--- config.mk ---
export PLATFORM = sky130hd
export DESIGN_NAME = multicycle_adder_flat
export DESIGN_NICKNAME = d
export VERILOG_FILES = /design/src/rtl/multicycle_adder_if.sv /design/src/rtl/multicycle_adder.sv /design/src/flat_wrapper.sv
export SDC_FILE = /design/constraint.sdc
export NUM_CORES = 1
export LEC_CHECK = 0
export BUFFER_PORTS_ARGS = -buffer_cell sky130_fd_sc_hd__buf_2
export CAP_MARGIN = 20
export CORE_MARGIN = 8
export CORE_UTILIZATION = 55
export DETAILED_ROUTE_END_ITERATION = 10
export PLACE_DENSITY = 0.85
export SETUP_SLACK_MARGIN = 0.1
export SLEW_MARGIN = 0
export SYNTH_ARGS = -nofsm -noshare
export SYNTH_HDL_FRONTEND = slang
export SYNTH_SLANG_ARGS = --single-unit
--- constraint.sdc ---
create_clock -name clk -period 4.3 [get_ports clk]
set_input_delay 0.43 -clock clk [delete_from_list [all_inputs] [get_ports clk]]
set_output_delay 0.43 -clock clk [all_outputs]
set_load 0.01 [all_outputs]
--- src/rtl/multicycle_adder_if.sv ---
// Request/result bundle for the multicycle adder.
// The master drives the operation request and the slave returns the result and status.
interface multicycle_adder_if #(
  parameter int WIDTH = 32
);
  logic             start;
  logic             mode;
  logic [WIDTH-1:0] a;
  logic [WIDTH-1:0] b;
  logic             cin;
  logic [WIDTH-1:0] s;
  logic             cout;
  logic             ovf;
  logic             busy;
  logic             done;

  modport master (
    output start, mode, a, b, cin,
    input  s, cout, ovf, busy, done
  );

  modport slave (
    input  start, mode, a, b, cin,
    output s, cout, ovf, busy, done
  );
endinterface

--- src/rtl/multicycle_adder.sv ---
// Add/subtract unit that ripples CHUNK bits per cycle through a WIDTH-bit operand pair.
// Each result takes NCH = WIDTH/CHUNK RUN cycles, and a one-cycle done pulse follows.
module multicycle_adder #(
  parameter int WIDTH = 32,
  parameter int CHUNK = 8
) (
  input  logic               clk,
  input  logic               rst,
  multicycle_adder_if.slave  bus
);

  localparam int NCH = WIDTH / CHUNK;
  localparam int CW  = (NCH > 1) ? $clog2(NCH) : 1;
  localparam logic [CW-1:0]    LAST       = CW'(NCH - 1);
  localparam logic [WIDTH-1:0] CHUNK_MASK = WIDTH'({CHUNK{1'b1}});

  typedef enum logic [1:0] {
    IDLE = 2'd0,
    RUN  = 2'd1,
    DONE = 2'd2
  } state_t;

  state_t           state_r;
  logic [WIDTH-1:0] a_r;
  logic [WIDTH-1:0] b_eff_r;
  logic             carry_r;
  logic [CW-1:0]    count_r;
  logic [WIDTH-1:0] s_r;
  logic             cout_r;
  logic             ovf_r;
  logic             busy_r;
  logic             done_r;

  logic [31:0]      shamt_s;
  logic [CHUNK-1:0] a_chunk_s;
  logic [CHUNK-1:0] b_chunk_s;
  logic [CHUNK:0]   sum_s;
  logic [WIDTH-1:0] s_next_s;
  logic             ovf_next_s;
  logic             accept_s;
  logic             last_s;

  function automatic logic [CHUNK:0] chunk_add(
    input logic [CHUNK-1:0] x,
    input logic [CHUNK-1:0] y,
    input logic             c
  );
    return {1'b0, x} + {1'b0, y} + {{CHUNK{1'b0}}, c};
  endfunction

  // Datapath for the chunk selected by count_r, plus the merged result word.
  always_comb begin
    shamt_s    = 32'(count_r) * 32'(CHUNK);
    a_chunk_s  = CHUNK'(a_r >> shamt_s);
    b_chunk_s  = CHUNK'(b_eff_r >> shamt_s);
    sum_s      = chunk_add(a_chunk_s, b_chunk_s, carry_r);
    s_next_s   = (s_r & ~(CHUNK_MASK << shamt_s)) | (WIDTH'(sum_s[CHUNK-1:0]) << shamt_s);
    // Only meaningful on the last chunk, where sum_s holds the result MSB.
    ovf_next_s = (a_r[WIDTH-1] == b_eff_r[WIDTH-1]) && (sum_s[CHUNK-1] != a_r[WIDTH-1]);
    accept_s   = bus.start && (state_r != RUN);
    last_s     = (count_r == LAST);
  end

  // Control FSM, operand capture and the registered result and status outputs.
  always_ff @(posedge clk or posedge rst) begin
    if (rst) begin
      state_r <= IDLE;
      a_r     <= {WIDTH{1'b0}};
      b_eff_r <= {WIDTH{1'b0}};
      carry_r <= 1'b0;
      count_r <= {CW{1'b0}};
      s_r     <= {WIDTH{1'b0}};
      cout_r  <= 1'b0;
      ovf_r   <= 1'b0;
      busy_r  <= 1'b0;
      done_r  <= 1'b0;
    end else if (accept_s) begin
      // Subtraction is A + ~B + 1, so only the inverted B and the forced carry need to be kept.
      a_r     <= bus.a;
      b_eff_r <= bus.mode ? ~bus.b : bus.b;
      carry_r <= bus.mode ? 1'b1 : bus.cin;
      count_r <= {CW{1'b0}};
      state_r <= RUN;
      busy_r  <= 1'b1;
      done_r  <= 1'b0;
    end else begin
      case (state_r)
        IDLE: begin
          busy_r <= 1'b0;
          done_r <= 1'b0;
        end
        RUN: begin
          s_r     <= s_next_s;
          carry_r <= sum_s[CHUNK];
          if (last_s) begin
            count_r <= {CW{1'b0}};
            state_r <= DONE;
            busy_r  <= 1'b0;
            done_r  <= 1'b1;
            cout_r  <= sum_s[CHUNK];
            ovf_r   <= ovf_next_s;
          end else begin
            count_r <= count_r + CW'(1);
          end
        end
        DONE: begin
          state_r <= IDLE;
          done_r  <= 1'b0;
          busy_r  <= 1'b0;
        end
        default: begin
          state_r <= IDLE;
          busy_r  <= 1'b0;
          done_r  <= 1'b0;
        end
      endcase
    end
  end

  assign bus.s    = s_r;
  assign bus.cout = cout_r;
  assign bus.ovf  = ovf_r;
  assign bus.busy = busy_r;
  assign bus.done = done_r;

endmodule

--- src/flat_wrapper.sv ---
// flat-port wrapper written by rule: the top's interface ports become plain ports
module multicycle_adder_flat 
#(
  parameter int WIDTH = 32,
  parameter int CHUNK = 8
)
  (clk, rst, bus_start, bus_mode, bus_a, bus_b, bus_cin, bus_s, bus_cout, bus_ovf, bus_busy, bus_done);
  multicycle_adder_if #(.WIDTH(WIDTH)) bus_i ();
  input  logic clk;
  input  logic rst;
  input wire logic [$bits(bus_i.start)-1:0] bus_start;
  input wire logic [$bits(bus_i.mode)-1:0] bus_mode;
  input wire logic [$bits(bus_i.a)-1:0] bus_a;
  input wire logic [$bits(bus_i.b)-1:0] bus_b;
  input wire logic [$bits(bus_i.cin)-1:0] bus_cin;
  output wire logic [$bits(bus_i.s)-1:0] bus_s;
  output wire logic [$bits(bus_i.cout)-1:0] bus_cout;
  output wire logic [$bits(bus_i.ovf)-1:0] bus_ovf;
  output wire logic [$bits(bus_i.busy)-1:0] bus_busy;
  output wire logic [$bits(bus_i.done)-1:0] bus_done;
  assign bus_i.start = bus_start;
  assign bus_i.mode = bus_mode;
  assign bus_i.a = bus_a;
  assign bus_i.b = bus_b;
  assign bus_i.cin = bus_cin;
  assign bus_s = bus_i.s;
  assign bus_cout = bus_i.cout;
  assign bus_ovf = bus_i.ovf;
  assign bus_busy = bus_i.busy;
  assign bus_done = bus_i.done;
  multicycle_adder #(.WIDTH(WIDTH), .CHUNK(CHUNK)) u_core (.clk(clk), .rst(rst), .bus(bus_i));
endmodule
== After elaboration in Yosys (flattened, before gate mapping) ==
Cells that the tools add are included.
Storage, ports and cells
  register bits: 105
  bits of input ports: 69
  output and inout bits: 36
  word-level logic and storage cells: 52
Operators by class
  add/sub/neg operators: 3
  equality and inequality tests: 7
  shifts and indexed selects: 4
  multiplexer cells: 16
  bitwise logic cells: 5
  reduce and logical (&&, ||, !) cells: 7
Operators by type and width (count)
  32-bit NOT: 2
  32-bit by 5-bit right shift with 8-bit output: 2
  32-bit bitwise AND: 1
  32-bit two-way mux: 1
  32-bit OR: 1
  8-bit by 5-bit << shifter with 32-bit output: 1
  8-bit by 5-bit << shifter with 32-bit output, first input constant: 1
  2-bit two-way mux: 5
  8-bit by 8-bit adder with 9-bit output: 1
  9-bit by 1-bit adder with 9-bit output: 1
  1-bit two-way mux: 9
  2-bit by 1-bit inequality test with 1-bit output, second input constant: 2
  2-bit case mux with 2 select lines: 1
  2-bit AND reduction: 2
  3-bit by 1-bit inequality test with 1-bit output, second input constant: 1
  3-bit AND reduction: 1
  2-bit by 1-bit adder with 2-bit output, second input constant: 1
  2-bit by 1-bit equality test with 1-bit output, second input constant: 1
  2-bit equality test, second input constant: 1
  1-bit logical AND: 2
  2-bit zero test: 1
  2-bit nonzero test: 1
  1-bit equality test: 1
  1-bit inequality test: 1
  1-bit NOT: 1

== Longest topological paths before layout ==
Gate-level depths: netlist of the first run.
  depth after elaboration: 5
  gate-level depth with buffers: 10
  depth with buffers taken out: 9

== Least setup slack after synthesis of the first run ==
Ideal clock, no wire load.
  kind: reg2reg
  from: register u_core.count_r[0]
  to: register u_core.s_r[14], in the netlist u_core.bus.s[14]
  setup time: 139 ps
  arrival: 2890 ps
  data required time: 4161 ps
  slack: 1271 ps
  cell stages (with the launch flop): 11
  path buffers: 1
  clock period less this slack: 3029 ps
  path through: dfrtp_1 > buf_2 > mux4_2 > fa_1 > inv_1 > fa_1 > nor2b_1 > o21a_1 > o2111a_1 > a311oi_1 > o21ai_0
On the way
  longest elaborated chain between the ends: 5
  elaborated cells between the ends (all ways): 9
  those cells by class: add/sub: 2; shift: 4; bitwise: 3
Ends and longest elaborated chain
  start, declared: line multicycle_adder.sv:27  | logic [CW-1:0] count_r;
  start signal, assigned: line multicycle_adder.sv:71  | count_r <= {CW{1'b0}};
  start signal, assigned: line multicycle_adder.sv:82  | count_r <= {CW{1'b0}};
  start signal, assigned: line multicycle_adder.sv:96  | count_r <= {CW{1'b0}};
  32-bit by 5-bit right shift with 8-bit output (on tied branches): line multicycle_adder.sv:54, multicycle_adder.sv:55
  8-bit by 8-bit adder with 9-bit output: line multicycle_adder.sv:48  | return {1'b0, x} + {1'b0, y} + {{CHUNK{1'b0}}, c};
  9-bit by 1-bit adder with 9-bit output: line multicycle_adder.sv:48
  8-bit by 5-bit << shifter with 32-bit output: line multicycle_adder.sv:57  | s_next_s = (s_r & ~(CHUNK_MASK << shamt_s)) | (WIDTH'(sum_s[CHUNK-1:0]) << shamt_s);
  32-bit OR *: line multicycle_adder.sv:57
  end signal, assigned: line multicycle_adder.sv:72  | s_r <= {WIDTH{1'b0}};
  end signal, assigned: line multicycle_adder.sv:93  | s_r <= s_next_s;
  end, declared: line multicycle_adder.sv:28  | logic [WIDTH-1:0] s_r;
Mark *: on every way between the ends. The rest lies on a longest branch, timed or not.
A chain may end at the register's enable or synchronous reset.

== Worst setup path in the final report of the first run ==
  from: register u_core.count_r[0]
  to: register u_core.ovf_r, in the netlist u_core.bus.ovf
On the way
  longest elaborated chain between the ends: 5
  elaborated cells between the ends (all ways): 8
  those cells by class: add/sub: 2; eq/ne: 2; shift: 2; reduce/logical: 2
Ends and longest elaborated chain
  32-bit by 5-bit right shift with 8-bit output (on tied branches): line multicycle_adder.sv:54, multicycle_adder.sv:55
  8-bit by 8-bit adder with 9-bit output: line multicycle_adder.sv:48
  9-bit by 1-bit adder with 9-bit output: line multicycle_adder.sv:48
  1-bit inequality test: line multicycle_adder.sv:59  | ovf_next_s = (a_r[WIDTH-1] == b_eff_r[WIDTH-1]) && (sum_s[CHUNK-1] != a_r[WIDTH-1]);
  1-bit logical AND: line multicycle_adder.sv:59
  end signal, assigned: line multicycle_adder.sv:101  | ovf_r <= ovf_next_s;
  end, declared: line multicycle_adder.sv:30  | logic ovf_r;
Several ways; a longest one is shown, not always the timed one.

==> impl_metrics.env, run 1 <==
export IMPL_power_density_mw_per_mm2=957.1
export IMPL_cts_resized=0
export IMPL_yosysWarnings=0
export IMPL_synth_top_cell_by_area="dfrtp_1"
export IMPL_antenna_found_initial=0
export IMPL_startpoint_type="flop"
export IMPL_grt_max_degree=98
export IMPL_ios=105
export IMPL_critPathMaxStageDelay_ns=0.65
export IMPL_viasPerCell=5.746
export IMPL_clock_skew_ns=0.008318
export IMPL_cts_made_buffers=9
export IMPL_slew_violations=0
export IMPL_remaining_drc_errors=0
export IMPL_hold_viol=0
export IMPL_syn2layout_area_growth_pct=16.65
export IMPL_rsz0062_at_grt="false"
export IMPL_layout_commonest_cell="dfrtp_1"
export IMPL_vias=3505
export IMPL_r2r_start="u_core.count_r[0]$_DFFE_PP0P_"
export IMPL_arrival_ns=3.61
export IMPL_htree_levels=3
export IMPL_max_cap_violations=0
export IMPL_reg2reg_to="u_core.bus.ovf$_DFFE_PP0P_"
export IMPL_ant_nets=0
export IMPL_gp_congestion=0.8454
export IMPL_globalRouteTotalUtil_pct=18.73
export IMPL_crit_fanout=15
export IMPL_path_class="flop to flop"
export IMPL_synthCells=400
export IMPL_post_cts_buffers=0
export IMPL_routed_wl_um=11270
export IMPL_p_leak_uw=0.002681
export IMPL_crit_required_ns=4.55
export IMPL_drive_gt1_share_pct=35.26
export IMPL_root_buffer="clkbuf_8"
export IMPL_relSlewSlack_pct=37.23
export IMPL_place_ws_ns=0.9976
export IMPL_yosys_cell_types_count=37
export IMPL_rows=34
export IMPL_vdd_drop_max_mv=0.5247
export IMPL_syn_avg_cell_area_sq_um=12.30
export IMPL_slowest_stage="dfrtp_1"
export IMPL_syn_area_sq_mm=0.004921
export IMPL_start_util_pct=56.43
export IMPL_clk_pin_slew_ns=0.10
export IMPL_die_area_sq_mm=0.01223
export IMPL_fin_area_sq_mm=0.005741
export IMPL_p_comb_share_pct=54.7
export IMPL_crit_chain="buf_4, mux4_2, ha_1, o21ai_0, o211ai_1, a211oi_4, nor3_1, a211o_1"
export IMPL_internal_power_uw=3154
export IMPL_clockBufferDepth=2
export IMPL_nNetsFinal=579
export IMPL_die_w_um=110.6
export IMPL_fillers=634
export IMPL_drtPass1Iterations=4
export IMPL_reg2reg_setup_slack_ns=0.94
export IMPL_cts_num_sinks=105
export IMPL_dp_hpwl_um=8471
export IMPL_yosys_top_cells_area="dfrtp_1 53%, mux2_2 7.3%, mux4_2 7.3%, xnor2_1 6.4%, o21ai_0 4.7%"
export IMPL_pwr_share_clk_pct=12.4
export IMPL_fmax_mhz=297.9
export IMPL_overflow=0
export IMPL_netlist_area_leader_share_pct=53.39
export IMPL_synthesis_nets=482
export IMPL_r2r_cells=8
export IMPL_cts_tree="yes"
export IMPL_finalSetupTns_ns=0
export IMPL_placed_area_sq_mm=0.005513
export IMPL_swShare_pct=42.59
export IMPL_io_buffers=104
export IMPL_dr_first_iter_drc_count=190
export IMPL_grt_pass1_vias=3751
export IMPL_post_route_min_period_ns=3.356
export IMPL_grt_pass1_wl_um=18770
export IMPL_setup_slack_ns=0.9435
export IMPL_ys_ff_latch=105
export IMPL_seqPwrFrac_pct=32.8
export IMPL_die_h_um=110.6
export IMPL_period_share_pct=78.06
export IMPL_status="completed"
export IMPL_clk_latency_ns=0.37
export IMPL_diodes=0
export IMPL_critPathCaptureType="flop"
export IMPL_tightest_slew_ns=0.9416
export IMPL_holdBufCountCts=0
export IMPL_wl_per_cell_um=18.48
export IMPL_p_sw_uw=2340
export IMPL_setup_violations=0
export IMPL_final_cell_mix="105 x dfrtp_1, 104 x buf_2, 49 x nand2_1, 46 x o21ai_0, 36 x xnor2_1"
export IMPL_holdCritPathClass="input port to asynchronous set/reset pin"
export IMPL_ys_seq_area_share_pct=53.39
export IMPL_fp_coreArea_sq_mm=0.008721
[cell usage after synthesis (all sizes together)]
cell type  instances
o21bai             1
nor3               5
o21ai             46
nand2             50
o211a              1
a211o              1
a22oi              1
nor2b              2
mux4              16
o2111a             1
o31ai              2
nor2              12
inv                8
a21boi             1
clkbuf             6
a22o              24
nand2b             1
mux2              32
buf               15
a311oi             1
and3b              1
a211oi             2
o211ai             2
dfrtp            105
nor4b              1
fa                 2
ha                11
o21a               2
nand3              4
or3                1
a21o               2
a2bb2oi            1
xnor2             36
a21oi              4
[final cells by class]
type	instances	area (sq um)	share of cell area, %
Sequential cell	105	2628	45.77
Inverter	8	32.53	0.5667
Clock inverter	6	90.09	1.569
Timing Repair Buffer	107	543.0	9.459
Multi-Input combinational cell	266	2175	37.88
Clock buffer	10	137.6	2.398
Tap cell	108	135.1	2.354
[metal layers]
metal	wire (um)	global-route usage [%]	vias to the layer above
met4	187	5.315	0
met1	4839	23.44	1741
met2	5505	29.97	135
met3	742	6.548	16
met5	0	0	-
li1	-	-	1613
[registers in the layout, indices dropped and copies added, names as in the netlist, 2 cells and up]
signal	cells
u_core.a_r	32
u_core.bus.s	32
u_core.b_eff_r	32
u_core.state_r	2
u_core.count_r	2
[cells by family (layout without fill, tap and decap cells)]
family	Yosys count	in the layout	share of synthesized area [%]
AOI/OAI and AO/OA	92	92	12.74
xor gates and xnor gates	36	36	6.407
adders and majority gates	13	13	3.610
buffers and inverters	29	131	2.568
DFF	105	105	53.39
muxes	48	48	14.65
and+or+nand+nor	77	77	6.636
[metrics by stage]
step           power (uW)  hold slack, ns  utilization (%)  std cells
2_1_floorplan        3922          0.4446                -        400
3_3_place_gp         4651          0.4609            63.21        594
3_5_place_dp         4813          0.4664            63.21        594
4_1_cts              5505          0.2731            65.83        610
5_1_grt              5880          0.2607            65.83        610
6_report             5494          0.2702            65.83        610
[worst max-delay path, delay by kind of cell (launching register included)]
family | cells | cell delay, ns
DFF | 1 | 0.65
buffers and inverters | 1 | 0.35
muxes | 1 | 0.54
adders and majority gates | 1 | 0.36
and+or+nand+nor | 1 | 0.11
AOI/OAI and AO/OA | 4 | 1.21
[how the worst max path moves through the flow]
stage / depth (start not counted) / start / to
after floorplan: 1 / rst / u_core.a_r[0]$_DFFE_PP0P_
after global placement: 9 / u_core.count_r[0]$_DFFE_PP0P_ / u_core.bus.s[14]$_DFFE_PP0P_
after detailed placement: 9 / u_core.count_r[0]$_DFFE_PP0P_ / u_core.bus.s[30]$_DFFE_PP0P_
after CTS: 9 / u_core.count_r[0]$_DFFE_PP0P_ / u_core.bus.s[30]$_DFFE_PP0P_
after global routing: 9 / u_core.count_r[0]$_DFFE_PP0P_ / u_core.bus.s[22]$_DFFE_PP0P_
final: 8 / u_core.count_r[0]$_DFFE_PP0P_ / u_core.bus.ovf$_DFFE_PP0P_
[power groups by stage]
stage,logic (uW),registers (uW),clock network (uW)
after floorplan,2150,1770,0
after global placement,2850,1800,0
after detailed placement,2990,1820,0
after CTS,3010,1800,688
after global routing,3290,1860,728
final,3010,1800,684
(Power assumes the default switching activity.)
==> run 2, diff against run 1 <==
--- a/config.mk
+++ b/config.mk
@@ -8,9 +8,9 @@
 export BUFFER_PORTS_ARGS = -buffer_cell sky130_fd_sc_hd__buf_2
 export CAP_MARGIN = 20
 export CORE_MARGIN = 8
-export CORE_UTILIZATION = 55
+export CORE_UTILIZATION = 49
 export DETAILED_ROUTE_END_ITERATION = 10
-export PLACE_DENSITY = 0.85
+export PLACE_DENSITY = 0.81
 export SETUP_SLACK_MARGIN = 0.1
 export SLEW_MARGIN = 0
 export SYNTH_ARGS = -nofsm -noshare
==> constraint.sdc (replaced) <==
create_clock -name clk -period 2.9 [get_ports clk]
set_input_delay 0.29 -clock clk [delete_from_list [all_inputs] [get_ports clk]]
set_output_delay 0.29 -clock clk [all_outputs]
set_load 0.01 [all_outputs]
==> run 2 against run 1 <==
- utilization is 5.5 points lower
- wire length decreased by 0.47%
- via count is 0.94% lower
- power rose by 56%
- clock power is 31% higher
- global-route usage down 1.4 points
- critical endpoint is now u_core.bus.s[22]$_DFFE_PP0P_
- largest power group unchanged
- highest routed layer unchanged
==> impl_metrics.env, run 2 (synthesis gave the netlist of run 1 again) <==
export IMPL_cts_tree="yes"
export IMPL_drive_gt1_share_pct=38.25
export IMPL_syn2layout_area_growth_pct=19.83
export IMPL_die_h_um=116.2
export IMPL_placedCellCount=627
export IMPL_clk_pin_slew_ns=0.10
export IMPL_dr_first_iter_drc_count=207
export IMPL_crit_chain="mux4_2, fa_2, inv_1, fa_2, nor2b_1, o21a_1, o2111a_1, a311oi_2, buf_4, o21ai_0"
export IMPL_io_buffers=104
export IMPL_fillers=800
export IMPL_status="completed"
export IMPL_clockBufferDepth=2
export IMPL_relSlewSlack_pct=41.26
export IMPL_layout_commonest_cell="buf_2"
export IMPL_htree_levels=3
export IMPL_overflow=0
export IMPL_final_cells=648
export IMPL_slew_violations=0
export IMPL_place_ws_ns=0.003692
export IMPL_hold_viol=0
export IMPL_max_cap_violations=0
export IMPL_globalRouteTotalUtil_pct=17.29
export IMPL_crit_fanout=5
export IMPL_antenna_found_initial=0
export IMPL_rsz0062_at_grt="true"
export IMPL_dp_hpwl_um=8745
export IMPL_die_w_um=116.2
export IMPL_grt_pass1_vias=3694
export IMPL_critPathMaxStageDelay_ns=0.54
export IMPL_vias=3472
export IMPL_cts_made_buffers=9
export IMPL_die_area_sq_mm=0.01351
export IMPL_viasPerCell=5.358
export IMPL_rows=36
export IMPL_vdd_drop_max_mv=0.7625
export IMPL_fp_coreArea_sq_mm=0.009774
export IMPL_power_density_mw_per_mm2=1453
export IMPL_critPathCaptureType="flop"
export IMPL_arrival_ns=3.03
export IMPL_start_util_pct=50.35
export IMPL_grt_pass1_wl_um=18050
export IMPL_tightest_slew_ns=0.8811
export IMPL_ios=105
export IMPL_critical_path_most_common_cell="fa_2"
export IMPL_post_route_min_period_ns=2.779
export IMPL_period_share_pct=95.83
export IMPL_fin_area_sq_mm=0.005897
export IMPL_clk_latency_ns=0.37
export IMPL_setup_slack_ns=0.1210
export IMPL_slowest_stage="mux4_2"
export IMPL_wl_per_cell_um=17.32
export IMPL_startpoint_type="flop"
export IMPL_ant_nets=0
export IMPL_clock_skew_ns=0.009092
export IMPL_crit_required_ns=3.15
export IMPL_final_cell_mix="104 x buf_2, 103 x dfrtp_1, 49 x nand2_1, 43 x o21ai_0, 35 x xnor2_1"
export IMPL_root_buffer="clkbuf_8"
export IMPL_finalSetupTns_ns=0
export IMPL_routed_wl_um=11220
export IMPL_diodes=0
export IMPL_remaining_drc_errors=0
export IMPL_drtPass1Iterations=4
export IMPL_holdCritPathClass="input port to flop"
export IMPL_path_class="flop to flop"
export IMPL_nNetsFinal=593
export IMPL_p_leak_uw=0.002740
export IMPL_gp_congestion=0.8925
export IMPL_grt_max_degree=61
export IMPL_cts_num_sinks=105
export IMPL_fmax_mhz=359.8
export IMPL_placed_area_sq_mm=0.005627
export IMPL_setup_violations=0
export IMPL_total_power_uw=8566
==> run 2: final timing paths <==
kind	from	endpoint	slack [ns]	cells after the start
min reg2reg	u_core.b_eff_r[15]$_DFFE_PP0P_	u_core.b_eff_r[15]$_DFFE_PP0P_	0.49	2
min in group asynchronous	rst	u_core.bus.s[18]$_DFFE_PP0P_	0.39	3
max	u_core.count_r[0]$_DFFE_PP0P_	u_core.bus.s[22]$_DFFE_PP0P_	0.12	10
min	bus_a[5]	u_core.a_r[5]$_DFFE_PP0P_	0.15	2
max in group asynchronous	rst	u_core.count_r[1]$_DFFE_PP0P_	1.52	4
max reg2reg	u_core.count_r[0]$_DFFE_PP0P_	u_core.bus.s[22]$_DFFE_PP0P_	0.12	10
==> run 2: metrics by stage <==
stage	hold WS, ns	util [%]
2_1_floorplan	0.3882	-
3_3_place_gp	0.2363	57.57
3_5_place_dp	0.2314	57.57
4_1_cts	0.1330	59.82
5_1_grt	0.1324	60.33
6_report	0.1462	60.33
==> run 2: report_power, final <==
part           internal [uW]  switching (uW)
clock network            417             478
registers               2200             460
logic                   2340            2670
total                   4950            3610
==> run 2: area by class of cell <==
type / count / area, sq um / area share (%)
Sequential cell: 105 / 2630 / 44.60
Clock buffer: 10 / 137.6 / 2.334
Multi-Input combinational cell: 266 / 2210 / 37.47
Tap cell: 133 / 166.4 / 2.822
Clock inverter: 5 / 56.30 / 0.9548
Inverter: 8 / 33.78 / 0.5729
Timing Repair Buffer: 121 / 663.1 / 11.25
==> run 2: what timing repair did <==
item / 4_1_cts / 5_1_grt
resized for setup: 3 / 7
hold buffers: 1 / 0
gates cloned: 0 / 0
buffers inserted: 2 / 3
pin swaps: 2 / 11
hold endpoints to repair: 9 / 0
setup endpoints to repair: 7 / 13
==> run 2: routing by layer <==
metal / global-route usage, % / wire [um] / up-vias
met5: 0 / 0 / -
met4: 7.260 / 261 / 0
met3: 3.723 / 746 / 18
met2: 28.02 / 5339 / 127
met1: 22.05 / 4874 / 1688
li1: - / - / 1639
==> run 2: critical path: cells and delay by family (launching register included) <==
kind	cells	cell delay (ns)
AOI/OAI and AO/OA	4	0.74
adders and majority gates	2	0.61
buffers and inverters	2	0.25
DFF	1	0.46
muxes	1	0.54
and+or+nand+nor	1	0.06
==> run 3, diff against run 2 <==
--- a/config.mk
+++ b/config.mk
@@ -5,14 +5,14 @@
 export SDC_FILE = /design/constraint.sdc
 export NUM_CORES = 1
 export LEC_CHECK = 0
+export ABC_AREA = 1
 export BUFFER_PORTS_ARGS = -buffer_cell sky130_fd_sc_hd__buf_2
 export CAP_MARGIN = 20
 export CORE_MARGIN = 8
-export CORE_UTILIZATION = 49
+export CORE_UTILIZATION = 50
 export DETAILED_ROUTE_END_ITERATION = 10
-export PLACE_DENSITY = 0.81
+export PLACE_DENSITY = 0.82
 export SETUP_SLACK_MARGIN = 0.1
-export SLEW_MARGIN = 0
 export SYNTH_ARGS = -nofsm -noshare
 export SYNTH_HDL_FRONTEND = slang
 export SYNTH_SLANG_ARGS = --single-unit
==> run 3 against run 2 <==
- cell count rose by 29%
- utilization fell by 1.3 points
- largest power group unchanged
- combinational power fell by 11%
- cell area rose by 1.5%
- first-iteration DRC count rose by 27%
- clock power rose by 22%
- flip-flop and latch count did not move
- area after synthesis rose by 4.4%
- sequential share of layout area fell by 0.69 points
- power fell by 4.9%
- critical endpoint is now u_core.bus.s[7]$_DFFE_PP0P_
- die area rose by 2.0%
- via count rose by 29%
==> impl_metrics.env, run 3 <==
export IMPL_status="completed"
export IMPL_crit_chain="clkinvlp_4, buf_4, o21ai_0, o22ai_1, ha_1, nand2_1, inv_1, a21oi_1, nand2_1, nand2_1, nand2_1, nand3_1, nand2_1"
export IMPL_whs_ns=0.01744
export IMPL_dp_hpwl_um=9540
export IMPL_vias=4483
export IMPL_relSlewSlack_pct=42.81
export IMPL_ant_nets=0
export IMPL_arrival_ns=2.91
export IMPL_dr_first_iter_drc_count=263
export IMPL_cts_num_sinks=105
export IMPL_clk_pin_slew_ns=0.10
export IMPL_vdd_drop_max_mv=0.5395
export IMPL_holdCritPathClass="input port to asynchronous set/reset pin"
export IMPL_nNetsFinal=778
export IMPL_hold_viol=0
export IMPL_holdBufCountCts=0
export IMPL_startpoint_type="flop"
export IMPL_gp_congestion=0.9071
export IMPL_yosys_top_cells_area="dfrtp_1 51%, nand2_1 16%, xnor2_1 5.6%, o21ai_1 4.1%, o21ai_0 3.9%"
export IMPL_synthCells=601
export IMPL_synth_edff_count=0
export IMPL_rows=37
export IMPL_critical_path_most_common_cell="nand2_1"
export IMPL_post_cts_buffers=0
export IMPL_synthArstFlopShare_pct=100.0
export IMPL_overflow=0
export IMPL_cp_num_cells=13
export IMPL_clk_latency_ns=0.39
export IMPL_grt_pass1_wl_um=21470
export IMPL_ios=105
export IMPL_tightest_slew_ns=0.8578
export IMPL_path_class="flop to flop"
export IMPL_ys_ff_latch=105
export IMPL_fillers=869
export IMPL_cts_tree="yes"
export IMPL_rsz0062_at_grt="true"
export IMPL_yosysMostFrequentCell="nand2_1"
export IMPL_yosys_cell_types_count=31
export IMPL_fp_coreArea_sq_mm=0.01014
export IMPL_cts_made_buffers=9
export IMPL_synth_flop_cell="dfrtp_1"
export IMPL_reg2reg_to="u_core.bus.s[7]$_DFFE_PP0P_"
export IMPL_final_cell_mix="219 x nand2_1, 105 x dfrtp_1, 104 x buf_2, 42 x o21ai_1, 40 x o21ai_0"
export IMPL_r2r_cells=13
export IMPL_period_share_pct=90.71
export IMPL_clock_skew_ns=0.01218
export IMPL_placed_area_sq_mm=0.005733
export IMPL_grt_pass1_vias=4546
export IMPL_total_power_uw=8147
export IMPL_wl_per_cell_um=15.13
export IMPL_drtPass1Iterations=5
export IMPL_die_h_um=117.4
export IMPL_globalRouteTotalUtil_pct=18.73
export IMPL_fin_area_sq_mm=0.005984
export IMPL_p_leak_uw=0.003057
export IMPL_netlist_area_leader_share_pct=51.16
export IMPL_placedCellCount=821
export IMPL_synth_top_cell_by_area="dfrtp_1"
export IMPL_slew_violations=0
export IMPL_reg2reg_setup_slack_ns=0.27
export IMPL_max_cap_violations=0
export IMPL_worst_path_buf_inv=3
export IMPL_diodes=0
export IMPL_io_buffers=104
export IMPL_syn_avg_cell_area_sq_um=8.546
export IMPL_slowest_stage="dfrtp_1"
export IMPL_root_buffer="clkbuf_8"
export IMPL_post_route_min_period_ns=2.631
export IMPL_startpoint="u_core.count_r[0]$_DFFE_PP0P_"
export IMPL_cts_resized=0
export IMPL_final_cells=837
export IMPL_endpoint="u_core.bus.s[7]$_DFFE_PP0P_"
export IMPL_fmax_mhz=380.1
export IMPL_ys_seq_area_share_pct=51.16
export IMPL_setup_violations=0
export IMPL_die_area_sq_mm=0.01377
export IMPL_syn_area_sq_mm=0.005136
export IMPL_remaining_drc_errors=0
export IMPL_routed_wl_um=12660
export IMPL_power_density_mw_per_mm2=1361
export IMPL_critPathCaptureType="flop"
export IMPL_antenna_found_initial=0
export IMPL_r2r_start="u_core.count_r[0]$_DFFE_PP0P_"
export IMPL_viasPerCell=5.356
export IMPL_crit_fanout=16
export IMPL_grt_max_degree=49
export IMPL_start_util_pct=50.66
export IMPL_drive_gt1_share_pct=20.40
export IMPL_htree_levels=3
export IMPL_crit_required_ns=3.18
export IMPL_cp_top_family="buffers and inverters"
export IMPL_syn2layout_area_growth_pct=16.52
export IMPL_clockBufferDepth=2
export IMPL_synthesis_nets=683
export IMPL_synth_top_cells_by_count="219 x nand2_1, 105 x dfrtp_1, 42 x o21ai_1"
export IMPL_layout_commonest_cell="nand2_1"
export IMPL_yosysWarnings=0
export IMPL_die_w_um=117.4
export IMPL_critPathMaxStageDelay_ns=0.42
[run 3: cell count changes after synthesis, sizes merged, moves of 4 or more]
cell,change
nor3,-5
o22ai,+14
nand3,+7
nand2,+169
mux2,-32
a22o,-23
o21ai,+37
nor2,+29
inv,+16
buf,+4
mux4,-16
clkbuf,+4
nand4,+10
[run 3: how the worst min path moves through the flow]
| stage | slack [ns] | start | cells after the start | end |
|---|---|---|---|---|
| after floorplan | 0.41 | bus_a[10] | 2 | u_core.a_r[10]$_DFFE_PP0P_ |
| after global placement | 0.44 | rst | 2 | u_core.bus.cout$_DFFE_PP0P_ |
| after detailed placement | 0.46 | rst | 2 | u_core.bus.cout$_DFFE_PP0P_ |
| after CTS | 0.04 | rst | 2 | u_core.bus.s[29]$_DFFE_PP0P_ |
| after global routing | 0.08 | rst | 2 | u_core.bus.s[23]$_DFFE_PP0P_ |
| final | 0.02 | rst | 2 | u_core.bus.s[14]$_DFFE_PP0P_ |
[run 3: power breakdown]
group	switching (uW)	internal, uW
Clock	497	596
Sequential	438	2170
Combinational	2860	1580
Total	3790	4350
[run 3: kinds of logic (layout without fill, tap and decap cells)]
family	after synthesis	after routing	share of synthesized area, %
simple gates	285	285	22.73
fa+ha+maj	13	13	3.459
flops	105	105	51.16
buf+inv	54	154	5.335
xor+xnor	35	35	5.968
compound gates	109	109	11.35
[run 3: metrics by stage]
step | setup WS [ns] | setup TNS [ns] | utilization [%]
floorplan | 0.3896 | 0 | -
global placement | 0.4458 | 0 | 56.55
detailed placement | 0.2970 | 0 | 56.55
CTS | 0.2646 | 0 | 58.95
global route | -0.01472 | -0.02188 | 59.03
finish | 0.2694 | 0 | 59.03
[run 3: routing by layer]
| layer | global-route usage [%] | share of wire, % | vias up |
|---|---|---|---|
| li1 | - | - | 2140 |
| met1 | 23.18 | 42 | 2100 |
| met2 | 30.51 | 48 | 210 |
| met4 | 9.570 | 3.0 | 0 |
| met3 | 3.693 | 6.7 | 33 |
| met5 | 0 | 0 | - |
[run 3: cell type report]
cell class / instances / area, sq um / area share [%]
well taps: 136 / 170.2 / 2.843
repair buffers: 113 / 604.3 / 10.10
flip-flops and latches: 105 / 2628 / 43.91
multi-input cells: 442 / 2235 / 37.34
clock buffers: 11 / 141.4 / 2.363
inverters: 25 / 103.9 / 1.735
clock inverters: 5 / 102.6 / 1.714
